--- src/rtl/bullet_pkg.sv ---
// Shared bullet types, fixed-point layout and screen limits.
// The axis_step helper advances one axis and reflects it at the playfield edge.
package bullet_pkg;

   localparam int FRAC_BITS    = 6;
   localparam int POS_W        = 16;

   localparam int SCREEN_X_MIN = 0;
   localparam int SCREEN_X_MAX = 639;
   localparam int SCREEN_Y_MIN = 0;
   localparam int SCREEN_Y_MAX = 479;

   typedef logic        [POS_W-1:0] pos_t;
   typedef logic signed [POS_W-1:0] vel_t;

   typedef struct packed {
      pos_t pos;
      vel_t vel;
   } axis_t;

   // Two guard bits make a step below zero show up as a negative integer part.
   function automatic axis_t axis_step(input pos_t pos, input vel_t vel,
                                       input int lo, input int hi);
      logic signed [POS_W+1:0] nxt;
      int                      ipart;
      axis_t                   r;
      nxt   = $signed({2'b00, pos}) + $signed({{2{vel[POS_W-1]}}, vel});
      ipart = int'(nxt >>> FRAC_BITS);
      if (ipart < lo || ipart > hi) begin
         r.pos = pos;
         r.vel = -vel;
      end else begin
         r.pos = nxt[POS_W-1:0];
         r.vel = vel;
      end
      return r;
   endfunction

endpackage

--- src/rtl/bullet_slot.sv ---
// One bullet slot: active flag, 10.6 position, velocity, lifetime counter
// and edge reflection. Spawn is only ever issued to an inactive slot.
module bullet_slot
   import bullet_pkg::*;
#(
   parameter int unsigned LIFETIME = 300,
   parameter int          X_MIN    = SCREEN_X_MIN,
   parameter int          X_MAX    = SCREEN_X_MAX,
   parameter int          Y_MIN    = SCREEN_Y_MIN,
   parameter int          Y_MAX    = SCREEN_Y_MAX
) (
   input  logic       clk,
   input  logic       rst_n,
   input  logic       spawn,
   input  logic       hit,
   input  pos_t       spawn_x,
   input  pos_t       spawn_y,
   input  vel_t       spawn_vx,
   input  vel_t       spawn_vy,
   output logic       active,
   output logic [9:0] pos_x,
   output logic [9:0] pos_y
);

   localparam int unsigned LW = $clog2(LIFETIME + 1);

   logic          active_q, active_d;
   pos_t          x_q, x_d, y_q, y_d;
   vel_t          vx_q, vx_d, vy_q, vy_d;
   logic [LW-1:0] life_q, life_d;
   axis_t         step_x, step_y;

   always_comb begin
      active_d = active_q;
      x_d      = x_q;
      y_d      = y_q;
      vx_d     = vx_q;
      vy_d     = vy_q;
      life_d   = life_q;
      step_x   = axis_step(x_q, vx_q, X_MIN, X_MAX);
      step_y   = axis_step(y_q, vy_q, Y_MIN, Y_MAX);
      if (spawn) begin
         active_d = 1'b1;
         x_d      = spawn_x;
         y_d      = spawn_y;
         vx_d     = spawn_vx;
         vy_d     = spawn_vy;
         life_d   = LW'(LIFETIME - 1);
      end else if (active_q) begin
         if (hit || life_q == '0) begin
            active_d = 1'b0;
         end else begin
            life_d = life_q - 1'b1;
            x_d    = step_x.pos;
            vx_d   = step_x.vel;
            y_d    = step_y.pos;
            vy_d   = step_y.vel;
         end
      end
   end

   always_ff @(posedge clk or negedge rst_n) begin
      if (!rst_n) begin
         active_q <= 1'b0;
         x_q      <= '0;
         y_q      <= '0;
         vx_q     <= '0;
         vy_q     <= '0;
         life_q   <= '0;
      end else begin
         active_q <= active_d;
         x_q      <= x_d;
         y_q      <= y_d;
         vx_q     <= vx_d;
         vy_q     <= vy_d;
         life_q   <= life_d;
      end
   end

   assign active = active_q;
   assign pos_x  = x_q[POS_W-1:FRAC_BITS];
   assign pos_y  = y_q[POS_W-1:FRAC_BITS];

endmodule

--- src/rtl/bullet_ctrl.sv ---
// Bullet pool controller: fire edge detection, cooldown, lowest-free-slot
// allocation and a generate loop of bullet_slot instances.
module bullet_ctrl
   import bullet_pkg::*;
#(
   parameter int unsigned N_BULLETS   = 4,
   parameter int unsigned LIFETIME    = 300,
   parameter int unsigned COOLDOWN    = 16,
   parameter int unsigned SPEED_SHIFT = 0,
   parameter int          X_MIN       = SCREEN_X_MIN,
   parameter int          X_MAX       = SCREEN_X_MAX,
   parameter int          Y_MIN       = SCREEN_Y_MIN,
   parameter int          Y_MAX       = SCREEN_Y_MAX
) (
   input  logic                      frame_clk,
   input  logic                      Reset_n,
   input  logic                      ShootBullet,
   input  logic [9:0]                TankX,
   input  logic [9:0]                TankY,
   input  logic signed [7:0]         Sin,
   input  logic signed [7:0]         Cos,
   input  logic [N_BULLETS-1:0]      HitMask,
   output logic [10*N_BULLETS-1:0]   BulletX,
   output logic [10*N_BULLETS-1:0]   BulletY,
   output logic [N_BULLETS-1:0]      BulletActive
);

   localparam int unsigned   CW      = (COOLDOWN > 1) ? $clog2(COOLDOWN) : 1;
   localparam logic [CW-1:0] CD_LOAD = (COOLDOWN > 0) ? CW'(COOLDOWN - 1) : '0;

   logic                 prev_shoot_q, prev_shoot_d;
   logic [CW-1:0]        cooldown_q, cooldown_d;
   logic [N_BULLETS-1:0] free_onehot, spawn_vec;
   logic                 request, slot_free, fire;
   pos_t                 x_spawn, y_spawn;
   vel_t                 vx_spawn, vy_spawn;

   always_comb begin
      request      = ShootBullet & ~prev_shoot_q;
      prev_shoot_d = ShootBullet;
      free_onehot  = '0;
      slot_free    = 1'b0;
      // Only the pre-edge active flags count; a slot being hit this edge is still busy.
      for (int unsigned i = 0; i < N_BULLETS; i++) begin
         if (!BulletActive[i] && !slot_free) begin
            free_onehot[i] = 1'b1;
            slot_free      = 1'b1;
         end
      end
      fire       = request && (cooldown_q == '0) && slot_free;
      spawn_vec  = fire ? free_onehot : '0;
      cooldown_d = cooldown_q;
      if (fire) begin
         cooldown_d = CD_LOAD;
      end else if (cooldown_q != '0) begin
         cooldown_d = cooldown_q - 1'b1;
      end
   end

   always_ff @(posedge frame_clk or negedge Reset_n) begin
      if (!Reset_n) begin
         prev_shoot_q <= 1'b0;
         cooldown_q   <= '0;
      end else begin
         prev_shoot_q <= prev_shoot_d;
         cooldown_q   <= cooldown_d;
      end
   end

   assign x_spawn  = {TankX, {FRAC_BITS{1'b0}}};
   assign y_spawn  = {TankY, {FRAC_BITS{1'b0}}};
   assign vx_spawn = vel_t'({{8{Cos[7]}}, Cos}) <<< SPEED_SHIFT;
   assign vy_spawn = -(vel_t'({{8{Sin[7]}}, Sin}) <<< SPEED_SHIFT);

   for (genvar g = 0; g < N_BULLETS; g++) begin : g_slot
      bullet_slot #(
         .LIFETIME (LIFETIME),
         .X_MIN    (X_MIN),
         .X_MAX    (X_MAX),
         .Y_MIN    (Y_MIN),
         .Y_MAX    (Y_MAX)
      ) u_slot (
         .clk      (frame_clk),
         .rst_n    (Reset_n),
         .spawn    (spawn_vec[g]),
         .hit      (HitMask[g]),
         .spawn_x  (x_spawn),
         .spawn_y  (y_spawn),
         .spawn_vx (vx_spawn),
         .spawn_vy (vy_spawn),
         .active   (BulletActive[g]),
         .pos_x    (BulletX[10*g +: 10]),
         .pos_y    (BulletY[10*g +: 10])
      );
   end

endmodule

--- config.mk ---
export PLATFORM = sky130hd
export DESIGN_NAME = bullet_ctrl
export DESIGN_NICKNAME = d
export VERILOG_FILES = /design/src/rtl/bullet_pkg.sv /design/src/rtl/bullet_slot.sv /design/src/rtl/bullet_ctrl.sv
export SDC_FILE = /design/constraint.sdc
export NUM_CORES = 1
export LEC_CHECK = 0
export BUFFER_PORTS_ARGS = -buffer_cell sky130_fd_sc_hd__buf_2
export CAP_MARGIN = 30
export CORE_ASPECT_RATIO = 1.25
export CORE_MARGIN = 2
export CORE_UTILIZATION = 55
export CTS_CLUSTER_SIZE = 28
export DETAILED_ROUTE_END_ITERATION = 12
export PLACE_DENSITY = 0.73
export SYNTH_ARGS = -nofsm -noshare
export SYNTH_HDL_FRONTEND = slang
export SYNTH_HIERARCHICAL = 1
export SYNTH_SLANG_ARGS = --single-unit
export TNS_END_PERCENT = 20
--- constraint.sdc ---
create_clock -name frame_clk -period 4.17 [get_ports frame_clk]
set_input_delay 0.417 -clock frame_clk [delete_from_list [all_inputs] [get_ports frame_clk]]
set_output_delay 0.417 -clock frame_clk [all_outputs]
set_load 0.03 [all_outputs]
Word-level counts from Yosys, hierarchy flattened

Cells that the tools add are included.
W data, S select, Z words.

Register bits: 301
Output and inout bits: 84
Logic and storage cells: 229

$add $sub $neg: 22
Magnitude comparators: 16
Eq/ne operators: 12
Mux-type cells: 90
Bitwise gates (word level): 2
Reductions and logical operators: 61

Operators with widths:

| cell                   | number |
|---|---|
| $mux W16               | 48 |
| $mux W32               | 8 |
| $add A17 B16 Y18       | 8 |
| $neg A16 Y16           | 8 |
| $mux W9                | 12 |
| $lt A12 B1 Y1 const B  | 8 |
| $gt A12 B10 Y1 const B | 4 |
| $gt A12 B11 Y1 const B | 4 |
| $reduce_and A3 Y1      | 16 |
| $logic_not A9 Y1       | 4 |
| $sub A9 B1 Y9 const B  | 4 |
| $reduce_bool A2 Y1     | 13 |
| $ne A2 B2 Y1 const B   | 12 |
| $mux W1                | 19 |
| $neg A8 Y16            | 1 |
| $logic_or A1 B1 Y1     | 12 |
| $mux W4                | 3 |
| $reduce_and A2 Y1      | 4 |
| $logic_and A1 B1 Y1    | 5 |
| $logic_not A1 Y1       | 5 |
| $logic_not A4 Y1       | 1 |
| $reduce_bool A4 Y1     | 1 |
| $sub A4 B1 Y4 const B  | 1 |
| $and A1 B1 Y1          | 1 |
| $not A1 Y1             | 1 |

Depth between registers and ports, before layout

Gate-level depths: netlist (run 1).

Depth after elaboration: 13
Depth in mapped cells: 13
Gate-level depth less buffers: 11

Hierarchy

The synthesis (run 1) kept the hierarchy.

Modules (own cells, without submodules):

| module                         | instances | cells each | area each (um2) | sequential area each (um2) |
|---|---|---|---|---|
| bullet_slot (g_slot[2].u_slot) | 1         | 802        | 6527.5          | 1851.8 |
| bullet_slot (g_slot[3].u_slot) | 1         | 749        | 6178.4          | 1851.8 |
| bullet_slot (g_slot[1].u_slot) | 1         | 680        | 5773.0          | 1851.8 |
| bullet_slot (g_slot[0].u_slot) | 1         | 664        | 5693.0          | 1851.8 |
| bullet_ctrl                    | 1         | 61         | 499.2           | 125.1 |

Worst setup path before layout (run 1)

Ideal clock, no wire load.

Path kind: flip-flop to flip-flop
Start: register g_slot[0].u_slot.vy_q[0]
End: register g_slot[0].u_slot.y_q[10]
Setup time: 125 ps
Arrival time: 3336 ps
Path slack: 710 ps
Stages on the path, launching flop included: 12
Path buffers: 0
Period minus slack after synthesis: 3460 ps
Path through: dfrtp_1 ha_1 fa_1 a211oi_2 o21ai_1 o31a_1 o211a_1 or4_4 o22ai_4 nand3_4 mux2_1 mux2_2

Longest elaborated chain between the ends: 5
Elaborated cells on any way between the ends: 10

Ends and longest elaborated chain:

| what                                                                  | line                                | source |
|---|---|---|
| start: declaration                                                    | bullet_slot.sv:29                   | `vel_t vx_q, vx_d, vy_q, vy_d;` |
| start signal: assignment                                              | bullet_slot.sv:75                   | `vy_q <= vy_d;` |
| $add A17 B16 Y18 (*)                                                  | bullet_pkg.sv:27                    | `nxt = $signed({2'b00, pos}) + $signed({{2{vel[POS_W-1]}}, vel});` |
| $lt A12 B1 Y1, or another cell as far along                           | bullet_pkg.sv:29                    | `if (ipart < lo \|\| ipart > hi) begin` |
| $logic_or A1 B1 Y1 / $mux W16 (equally long branches)                 | bullet_pkg.sv:29, bullet_slot.sv:50 |  |
| $ne A2 B2 Y1 (no source line) / $mux W16 (equally long branches)      | -                                   |  |
| $reduce_and A3 Y1 (no source line) / $mux W16 (equally long branches) | -                                   |  |
| end signal: assignment                                                | bullet_slot.sv:73                   | `y_q <= y_d;` |
| end: declaration                                                      | bullet_slot.sv:28                   | `pos_t x_q, x_d, y_q, y_d;` |

Mark *: on every way between the ends. The rest lies on a longest branch, timed or not. The select of a mux whose other input is x is not followed.
A chain may end at the register's enable or synchronous reset.

Final worst setup path (run 1)

Start: register g_slot[0].u_slot.vy_q[0]
End: register g_slot[0].u_slot.y_q[3]

The elaborated chain is that of the path after synthesis.

==> metrics.csv, run 1 <==
stage,metric,value,unit
status,outcome,"finished, final reports clean",
synthesis,synth top area cells,"dfrtp_1 (31%), ha_1 (7.7%), a21oi_1 (4.3%), o21ai_0 (4.2%), nand2_1 (3.8%)",
route,DR WL/cell,20.9,um
setup_path,"Max FO, Critical Path",18,
global_routing,gr usage total,31.3,%
finish,Fillers,3886,
global_routing,largest net degree at the start of global routing,111,
synthesis,number of enable flip-flop cells after synthesis,0,
pwr,VDD IR max,0.000415,V
synthesis,Avg Inst Size Synth,8.35,um^2
setup_path,Worst Reg2Reg Path Length in Cells,11,
finish,"Area growth, synth to finish",8.02,%
hold_path,hold path start,Cos[2],
timing,Final Hold Fails,0,
synthesis,Async SR Flop Fraction,100,%
pwr,Internal,7.70,mW
timing,setup violators final,0,
placement,gp weighted congestion,0.976,
synthesis,top cell type by total area after synthesis,dfrtp_1,
placement,HPWL Detailed,53000,um
clocking,clk sinks,301,
clocking,clk buf depth,3,
synthesis,Synth Instances,2956,
global_routing,GRT Residual Overflow,0,
setup_path,Critical R2R Capture,g_slot[0].u_slot/y_q[3]$_DFFE_PN0P_,
pwr,Flop pwr share,31.7,%
clocking,clock latency on the worst-skew pair,0.55,ns
setup_path,worst endpoint data arrival time,4.19,ns
route,Vias per Instance,6.44,
global_routing,vias in the first global route,22100,
floorplan,CORE AREA,44200,um^2
synthesis,"Top FF cell, synth",dfrtp_1,
pwr,leakage,12.1,nW
finish,Layout Nets,3177,
timing,crit share post-route,90.2,%
setup_path,CP startpoint,g_slot[0].u_slot/vy_q[0]$_DFFE_PN0P_,
timing,Setup Skew,0.0200,ns
clocking,H-tree depth,2,
flow_run,max_cap viols,0,
pwr,switching portion of total power,41.2,%
floorplan,Die X,193,um
route,drt pass-1 iters,5,
setup_path,CP endpoint kind,flip-flop,
route,vias,23000,
clocking,root buf cell,clkbuf_16,
setup_path,Worst EP required,4.60,ns
clocking,# Post-CTS Setup Buffers,0,
pwr,Power Density,492,nW/um^2
synthesis,post-synth top area share,30.5,%
finish,Non-Filler Instances,3575,
finish,post-layout util,60.3,%
pwr,clock share of power,26.7,%
setup_path,reg-to-reg setup timing slack,0.41,ns
synthesis,sequential fraction of the synthesis area,30.5,%
synthesis,"Distinct cells, synth",114,
floorplan,I/O pin cnt,127,
floorplan,Initial Util,55.8,%
route,drc violations,0,
setup_path,Worst setup SP type,flip-flop,
floorplan,row count,86,
floorplan,Die Height,241,um
timing,Max-slew headroom,31.1,%
timing,RSZ-0062 raised after global routing,false,
synthesis,Synth Register Bits,301,
global_routing,global-route wire length before repair,118000,um
floorplan,die area,46600,um^2
clocking,TritonCTS clock tree,done,
route,WL final,74700,um
timing,Tmin final,3.76,ns
synthesis,Synth Cell Area,24700,um^2
route,post-route ant nets,0,
hold_path,worst hold path class,primary input to flip-flop,
timing,worst-margin pin slew,1.03,ns
finish,layout cells sized above 1,10.5,%
setup_path,Setup CP Type,flip-flop to flip-flop,
timing,max frequency,266,MHz
hold_path,Worst Hold End,g_slot[1].u_slot/vx_q[2]$_DFFE_PN0P_,
timing,max-slew violations,0,
hold_path,Hold Path Depth,3,
setup_path,reg2reg start,g_slot[0].u_slot/vy_q[0]$_DFFE_PN0P_,
pwr,Psw,5.40,mW
timing,setup TNS,0,ns
synthesis,Ys Warns,6,
clocking,"Reg clk slew, reported paths",0.06,ns
placement,IO buf count,126,
pwr,Logic pwr share,41.6,%
route,First DRT Iteration DRCs,1657,
placement,dpl cells,3505,
clocking,clock buffer count from CTS,37,
global_routing,initial antenna violation count,2,
-- power groups by stage --
| stage | Combinational (mW) | Clock (mW) | Sequential, mW |
|---|---|---|---|
| 3_5_place_dp | 5.36 | 0 | 4.18 |
| 3_3_place_gp | 5.20 | 0 | 4.16 |
| 5_1_grt | 6.01 | 3.66 | 4.23 |
| 6_report | 5.45 | 3.50 | 4.15 |
| 4_1_cts | 5.39 | 3.55 | 4.14 |
| 2_1_floorplan | 4.38 | 0 | 3.95 |
-- layout by cell type, fill, tap and decap left out, types with 12 or more instances in the layout --
| cell type | synthesis | routed |
|---|---|---|
| a211oi_1 | 26 | 26 |
| a21o_1 | 63 | 63 |
| a21oi_1 | 212 | 212 |
| a22o_1 | 28 | 28 |
| a22oi_1 | 14 | 14 |
| a2bb2oi_1 | 22 | 22 |
| a31oi_1 | 66 | 66 |
| and3_1 | 18 | 18 |
| buf_2 | 26 | 125 |
| buf_4 | 87 | 38 |
| clkbuf_16 | 0 | 39 |
| conb_1 | 1 | 48 |
| dfrtp_1 | 301 | 301 |
| ha_1 | 152 | 152 |
| inv_1 | 82 | 81 |
| mux2i_1 | 50 | 50 |
| nand2_1 | 247 | 247 |
| nand2b_1 | 21 | 21 |
| nand3_1 | 135 | 135 |
| nand4_1 | 27 | 27 |
| nor2_1 | 233 | 230 |
| nor2b_1 | 52 | 52 |
| nor3_1 | 73 | 73 |
| nor3b_1 | 33 | 31 |
| nor4_1 | 52 | 52 |
| o2111ai_1 | 16 | 16 |
| o211ai_1 | 40 | 40 |
| o21a_1 | 30 | 30 |
| o21ai_0 | 205 | 205 |
| o21ai_1 | 32 | 31 |
| o311ai_0 | 12 | 12 |
| o31a_1 | 13 | 13 |
| o31ai_1 | 39 | 39 |
| or3_1 | 39 | 39 |
| or4_1 | 22 | 22 |
| xnor2_1 | 87 | 87 |
| xor2_1 | 55 | 55 |
-- registers in the layout, indices dropped and copies added, names as in the netlist --
name                  count
g_slot.u_slot/x_q        64
g_slot.u_slot/active      4
g_slot.u_slot/y_q        64
cooldown_q                4
g_slot.u_slot/vy_q       64
g_slot.u_slot/vx_q       64
prev_shoot_q              1
g_slot.u_slot/life_q     36
-- worst max-delay path, cell delays in order (launching register included) --
cell,delay [ns]
dfrtp_1,0.41
ha_1,0.23
fa_1,0.44
a211oi_2,0.23
o21ai_1,0.17
o31a_1,0.31
o211a_1,0.24
or4_4,0.43
o22ai_4,0.22
nand3_4,0.28
mux2_1,0.40
mux2_2,0.26
-- area by class of cell --
type	count	area [um^2]	area share (%)
multi-input cells	2379	15700	59.1
flip-flops and latches	301	7530	28.3
repair buffers	171	1050	3.93
clock buffers	44	1010	3.81
well taps	572	716	2.69
inverters	84	315	1.18
clock inverters	23	284	1.07
diodes	1	2.50	0.00939
-- worst max path at each step --
stage | end | slack [ns] | cells after the start
5_1_grt | g_slot[3].u_slot/x_q[6]$_DFFE_PN0P_ | 0.11 | 10
3_3_place_gp | g_slot[0].u_slot/y_q[10]$_DFFE_PN0P_ | 0.52 | 11
3_5_place_dp | g_slot[0].u_slot/y_q[3]$_DFFE_PN0P_ | 0.43 | 11
4_1_cts | g_slot[0].u_slot/y_q[3]$_DFFE_PN0P_ | 0.41 | 11
2_1_floorplan | g_slot[0].u_slot/y_q[10]$_DFFE_PN0P_ | 0.71 | 11
6_report | g_slot[0].u_slot/y_q[3]$_DFFE_PN0P_ | 0.41 | 11
-- timing repair --
action	4_1_cts	5_1_grt
hold buffers	2	0
setup endpoints to repair	0	0
hold endpoints to repair	88	0
resized for setup	0	0
-- per-stage QoR --
stage / worst slack [ns] / cell area (um^2) / total power [mW] / hold slack [ns]
2_1_floorplan: 0.710 / 24800 / 8.33 / 0.121
3_3_place_gp: 0.519 / 25300 / 9.36 / 0.489
3_5_place_dp: 0.431 / 25300 / 9.55 / 0.492
4_1_cts: 0.414 / 26600 / 13.1 / 0.212
5_1_grt: 0.110 / 26600 / 13.9 / 0.225
6_report: 0.409 / 26600 / 13.1 / 0.238
-- cells by family after synthesis --
logic type | share of synthesized area, %
DFF | 30.5
muxes | 2.56
buffers and inverters | 6.59
adders and majority gates | 8.36
other | 0.0152
AOI/OAI and AO/OA | 26.0
xor gates and xnor gates | 5.04
and+or+nand+nor | 20.9
-- per-layer routing --
layer | vias up | wire [um] | track usage, %
met1 | 11200 | 30100 | 38.8
met4 | 4 | 3860 | 16.2
li1 | 10900 | - | -
met5 | - | 25 | 0
met2 | 781 | 35700 | 53.2
met3 | 184 | 5040 | 4.60
-- cell usage after synthesis (all sizes together) (11+ instances only) --
cell type,count
a211oi,31
a21o,63
a21oi,213
a221o,11
a22o,28
a22oi,15
a2bb2oi,22
a31oi,68
and2,11
and3,18
buf,128
clkbuf,111
dfrtp,301
ha,152
inv,82
mux2i,52
nand2,247
nand2b,21
nand3,136
nand4,27
nor2,236
nor2b,52
nor3,77
nor3b,35
nor4,56
o2111ai,16
o211ai,43
o21a,31
o21ai,242
o311ai,21
o31a,13
o31ai,41
or3,39
or4,24
xnor2,87
xor2,55
(Power assumes the default switching activity.)
==> run 2: changes to the inputs <==
--- a/config.mk
+++ b/config.mk
@@ -13,6 +13,7 @@
 export CTS_CLUSTER_SIZE = 28
 export DETAILED_ROUTE_END_ITERATION = 12
 export PLACE_DENSITY = 0.73
+export RECOVER_POWER = 100
 export SYNTH_ARGS = -nofsm -noshare
 export SYNTH_HDL_FRONTEND = slang
 export SYNTH_HIERARCHICAL = 1
==> metrics.csv, run 2 (synthesis gave the netlist of run 1 again) <==
stage,metric,value,unit
status,outcome,"complete, but fails checks",
status,failing checks,"max-capacitance violations, max-slew violations",
finish,layout cells sized above 1,6.96,%
finish,Layout Nets,3177,
floorplan,row count,86,
route,WL final,74800,um
global_routing,vias in the first global route,22100,
global_routing,initial antenna violation count,2,
timing,crit share post-route,93.1,%
route,DR WL/cell,20.9,um
clocking,"Reg clk slew, reported paths",0.06,ns
floorplan,die area,46600,um^2
clocking,TritonCTS clock tree,done,
setup_path,Setup CP Type,flip-flop to flip-flop,
timing,Tmin final,3.88,ns
setup_path,Critical R2R Capture,g_slot[0].u_slot/y_q[3]$_DFFE_PN0P_,
finish,most frequent cells in the layout,"dfrtp_1 (301), nand2_1 (247), nor2_1 (232)",
timing,Setup Skew,0.0205,ns
floorplan,CORE AREA,44200,um^2
timing,Max-slew headroom,-64.4,%
setup_path,Worst EP required,4.60,ns
timing,setup violators final,0,
timing,setup TNS,0,ns
hold_path,Worst Hold End,g_slot[1].u_slot/vx_q[2]$_DFFE_PN0P_,
pwr,leakage,11.7,nW
setup_path,"Max FO, Critical Path",18,
floorplan,Die Height,241,um
setup_path,Worst path max stage delay,0.43,ns
timing,worst-margin pin slew,2.47,ns
floorplan,I/O pin cnt,127,
timing,max frequency,258,MHz
setup_path,CP endpoint kind,flip-flop,
setup_path,Worst setup SP type,flip-flop,
clocking,clk sinks,301,
setup_path,reg2reg start,g_slot[0].u_slot/vy_q[0]$_DFFE_PN0P_,
finish,final instance area,26400,um^2
hold_path,hold path start,Cos[2],
clocking,root buf cell,clkbuf_16,
pwr,Power Density,494,nW/um^2
floorplan,Initial Util,55.8,%
pwr,VDD IR max,0.000415,V
setup_path,reg-to-reg setup timing slack,0.29,ns
timing,Final Hold Fails,0,
setup_path,worst endpoint data arrival time,4.32,ns
pwr,PnR Total Power,13.0,mW
global_routing,largest net degree at the start of global routing,111,
placement,gp weighted congestion,0.976,
clocking,clock buffer count from CTS,37,
placement,IO buf count,126,
hold_path,worst hold path class,primary input to flip-flop,
finish,"commonest non-fill, non-tap cell in the layout",dfrtp_1,
placement,dpl cell area,25300,um^2
route,drt pass-1 iters,5,
hold_path,Hold Path Depth,3,
setup_path,CP max-delay cell,fa_1,
finish,"Area growth, synth to finish",6.90,%
route,vias,23200,
placement,HPWL Detailed,53000,um
setup_path,Worst Reg2Reg Path Length in Cells,11,
floorplan,Die X,193,um
route,post-route ant nets,0,
timing,RSZ-0062 raised after global routing,false,
global_routing,GRT Residual Overflow,0,
global_routing,gr usage total,31.3,%
timing,Fin Hold WS,0.233,ns
clocking,clock latency on the worst-skew pair,0.55,ns
route,drc violations,0,
clocking,H-tree depth,2,
clocking,clk buf depth,3,
global_routing,global-route wire length before repair,118000,um
route,First DRT Iteration DRCs,1580,
route,Vias per Instance,6.50,
setup_path,worst-path cell chain,ha_1 > fa_1 > a211oi_1 > o21ai_0 > o31a_1 > o211a_1 > or4_4 > o22ai_4 > nand3_4 > mux2_1 > mux2_2,
timing,max-slew violations,187,
flow_run,max_cap viols,2,
-- run 2: critical path, delay by kind of cell (launching register included) --
kind	cells	cell delay [ns]
multiplexers	2	0.66
AND/OR/NAND/NOR	2	0.71
AO/OA/AOI/OAI	5	1.30
adder cells (fa/ha/maj)	2	0.66
flip-flops	1	0.41
-- run 2: how the worst max path moves through the flow --
stage	startpoint	end	slack [ns]
5_1_grt	g_slot[0].u_slot/vx_q[3]$_DFFE_PN0P_	g_slot[0].u_slot/x_q[6]$_DFFE_PN0P_	0.06
6_report	g_slot[0].u_slot/vy_q[0]$_DFFE_PN0P_	g_slot[0].u_slot/y_q[3]$_DFFE_PN0P_	0.29
3_3_place_gp	g_slot[0].u_slot/vy_q[0]$_DFFE_PN0P_	g_slot[0].u_slot/y_q[10]$_DFFE_PN0P_	0.52
2_1_floorplan	g_slot[0].u_slot/vy_q[0]$_DFFE_PN0P_	g_slot[0].u_slot/y_q[10]$_DFFE_PN0P_	0.71
4_1_cts	g_slot[0].u_slot/vy_q[0]$_DFFE_PN0P_	g_slot[0].u_slot/y_q[3]$_DFFE_PN0P_	0.41
3_5_place_dp	g_slot[0].u_slot/vy_q[0]$_DFFE_PN0P_	g_slot[0].u_slot/y_q[3]$_DFFE_PN0P_	0.43
-- run 2: repair_timing --
item	CTS	global route
buffers inserted	0	0
hold endpoints to repair	88	0
hold buffers	2	0
gates resized for setup	0	0
-- run 2: routing by layer --
layer | vias up | share of wire (%) | GRT usage [%]
met5 | - | 0.032 | 0
met4 | 4 | 5.2 | 16.2
met3 | 188 | 6.9 | 4.60
met2 | 824 | 48 | 53.2
met1 | 11300 | 40 | 38.8
li1 | 10900 | - | -
-- run 2: layout make-up --
class	instances	area [um^2]
clock inverter	23	284
fill	3950	17900
clock buffer	44	1010
multi-input combinational	2379	15700
inverter	84	315
tap	572	716
timing repair buffer	171	842
sequential	301	7530
antenna	1	2.50
-- run 2: report_power, final --
group,leakage [nW],switching [mW],internal [mW]
sequential,3.82,0.692,3.46
clock,0.640,1.38,2.12
combinational,7.21,3.31,2.06
total,11.7,5.39,7.64
-- run 2: per-stage QoR --
stage               setup WS (ns)  instances  util (%)
global route               0.0584       3574      59.6
CTS                         0.414       3574      60.3
finish                      0.287       3575      59.6
floorplan                   0.710       3003         -
detailed placement          0.431       3505      57.3
global placement            0.519       3505      57.3
==> run 3: changes to the inputs <==
--- a/config.mk
+++ b/config.mk
@@ -9,10 +9,9 @@
 export CAP_MARGIN = 30
 export CORE_ASPECT_RATIO = 1.25
 export CORE_MARGIN = 2
-export CORE_UTILIZATION = 55
+export CORE_UTILIZATION = 40
 export CTS_CLUSTER_SIZE = 28
 export DETAILED_ROUTE_END_ITERATION = 12
-export PLACE_DENSITY = 0.73
 export RECOVER_POWER = 100
 export SYNTH_ARGS = -nofsm -noshare
 export SYNTH_HDL_FRONTEND = slang
==> constraint.sdc (replaced) <==
create_clock -name frame_clk -period 4 [get_ports frame_clk]
set_input_delay 0.4 -clock frame_clk [delete_from_list [all_inputs] [get_ports frame_clk]]
set_output_delay 0.4 -clock frame_clk [all_outputs]
set_load 0.03 [all_outputs]
==> metrics.csv, run 3 (synthesis gave the netlist of run 1 again) <==
stage,metric,value,unit
timing,setup violators final,0,
global_routing,global-route wire length before repair,123000,um
setup_path,Worst EP required,4.44,ns
finish,most frequent cells in the layout,"dfrtp_1 (301), nand2_1 (247), nor2_1 (232)",
clocking,clk sinks,301,
placement,IO buf count,126,
floorplan,Die X,226,um
global_routing,initial antenna violation count,4,
finish,"Area growth, synth to finish",8.59,%
global_routing,vias in the first global route,22200,
setup_path,CP endpoint kind,flip-flop,
status,failing checks,"max-capacitance violations, max-slew violations",
clocking,"Reg clk slew, reported paths",0.06,ns
timing,Setup Skew,0.0228,ns
route,drt pass-1 iters,6,
floorplan,CORE AREA,60900,um^2
floorplan,I/O pin cnt,127,
floorplan,die area,63700,um^2
floorplan,Initial Util,40.5,%
placement,gp weighted congestion,0.933,
timing,setup TNS,0,ns
global_routing,GRT Residual Overflow,0,
timing,Max-slew headroom,-59.1,%
finish,layout cells sized above 1,7.26,%
clocking,# Post-CTS Setup Buffers,0,
setup_path,Worst setup SP type,flip-flop,
hold_path,worst hold path class,primary input to flip-flop,
clocking,H-tree depth,2,
timing,Final Hold Fails,0,
global_routing,gr usage total,24.4,%
clocking,clock latency on the worst-skew pair,0.57,ns
finish,Layout Nets,3187,
timing,crit share post-route,94.5,%
clocking,root buf cell,clkbuf_16,
timing,Tmin final,3.78,ns
floorplan,row count,101,
setup_path,Setup CP Type,flip-flop to flip-flop,
timing,Fin Hold WS,0.163,ns
timing,max-slew violations,120,
pwr,Power Density,504,nW/um^2
route,drc violations,0,
pwr,VDD IR max,0.000266,V
finish,diode count,0,
route,post-route ant nets,0,
route,WL final,78500,um
setup_path,"Max FO, Critical Path",12,
clocking,clk buf depth,3,
timing,max frequency,265,MHz
global_routing,largest net degree at the start of global routing,107,
clocking,clock buffer count from CTS,39,
flow_run,max_cap viols,3,
finish,final instance area,26800,um^2
pwr,leakage,11.7,nW
placement,dpl cell area,25700,um^2
finish,"commonest non-fill, non-tap cell in the layout",dfrtp_1,
placement,HPWL Detailed,56000,um
route,Vias per Instance,5.96,
setup_path,worst endpoint data arrival time,4.22,ns
route,vias,22900,
clocking,TritonCTS clock tree,done,
timing,RSZ-0062 raised after global routing,false,
route,First DRT Iteration DRCs,1678,
timing,worst-margin pin slew,2.39,ns
route,DR WL/cell,20.4,um
floorplan,Die Height,282,um
status,outcome,"complete, but fails checks",
[run 3: cell count changes in the layout (fill, tap and decap cells not counted), moves of 4 or more]
| cell | previous run | this run |
|---|---|---|
| buf_12 | 1 | 5 |
| buf_4 | 25 | 30 |
| bufinv_16 | 6 | 1 |
| clkbuf_1 | 92 | 97 |
| clkbuf_4 | 4 | 0 |
| clkbuf_8 | 2 | 11 |
[run 3: worst max-delay path, stage by stage (launching register included)]
cell and delay [ns]:
dfrtp_1 0.41, ha_1 0.23, fa_1 0.45, a211oi_2 0.23, o21ai_0 0.22, o31a_1 0.33, o211a_1 0.25, or4_4 0.43
o22ai_4 0.21, nand3_4 0.22, mux2_1 0.40, mux2_2 0.26
[run 3: stage by stage]
step	setup slack (ns)	util (%)	instances	total power, mW
floorplan	0.540	-	3003	8.69
global placement	0.334	42.2	3765	9.84
detailed placement	0.301	42.2	3765	9.98
CTS	0.276	44.4	3839	13.7
global route	0.0595	44.0	3839	14.4
finish	0.221	44.0	3839	13.5
[run 3: cell type report]
class                           instances  area (um^2)
Inverter                               84          315
Tap cell                              824         1030
Sequential cell                       301         7530
Clock buffer                           57         1170
Multi-Input combinational cell       2379        15700
Timing Repair Buffer                  179          942
Fill cell                            6178        34100
Clock inverter                         15          123
[run 3: repair_timing]
action,CTS,global route
endpoints found under the setup margin,0,1
hold buffers,2,0
gates resized for setup,0,1
endpoints found under the hold margin,32,0
[run 3: per-layer routing]
| metal | share of wire (%) | vias to the layer above | global-route usage, % | wire length, um |
|---|---|---|---|---|
| met4 | 4.3 | 2 | 9.73 | 3340 |
| met2 | 48 | 633 | 41.5 | 37500 |
| met3 | 5.3 | 158 | 3.48 | 4140 |
| li1 | - | 10900 | - | - |
| met5 | 0.017 | - | 0 | 13 |
| met1 | 43 | 11100 | 31.1 | 33500 |
[run 3: power by group]
group | total (mW) | switching, mW | leakage (nW) | internal, mW
registers | 4.35 | 0.742 | 3.82 | 3.61
clock network | 3.60 | 1.49 | 0.640 | 2.11
logic | 5.55 | 3.42 | 7.26 | 2.14
[run 3: worst paths after layout]
check / startpoint / to / slack, ns / depth (start not counted)
min: TankY[9] / g_slot[2].u_slot/y_q[15]$_DFFE_PN0P_ / 0.16 / 3
max: g_slot[0].u_slot/vy_q[0]$_DFFE_PN0P_ / g_slot[0].u_slot/y_q[10]$_DFFE_PN0P_ / 0.22 / 11
min reg2reg: g_slot[0].u_slot/life_q[8]$_DFFE_PN0P_ / g_slot[0].u_slot/life_q[8]$_DFFE_PN0P_ / 0.51 / 2
min in group asynchronous: Reset_n / g_slot[1].u_slot/x_q[15]$_DFFE_PN0P_ / 1.11 / 2
max reg2reg: g_slot[0].u_slot/vy_q[0]$_DFFE_PN0P_ / g_slot[0].u_slot/y_q[10]$_DFFE_PN0P_ / 0.22 / 11
max in group asynchronous: Reset_n / g_slot[3].u_slot/vx_q[13]$_DFFE_PN0P_ / 0.63 / 3
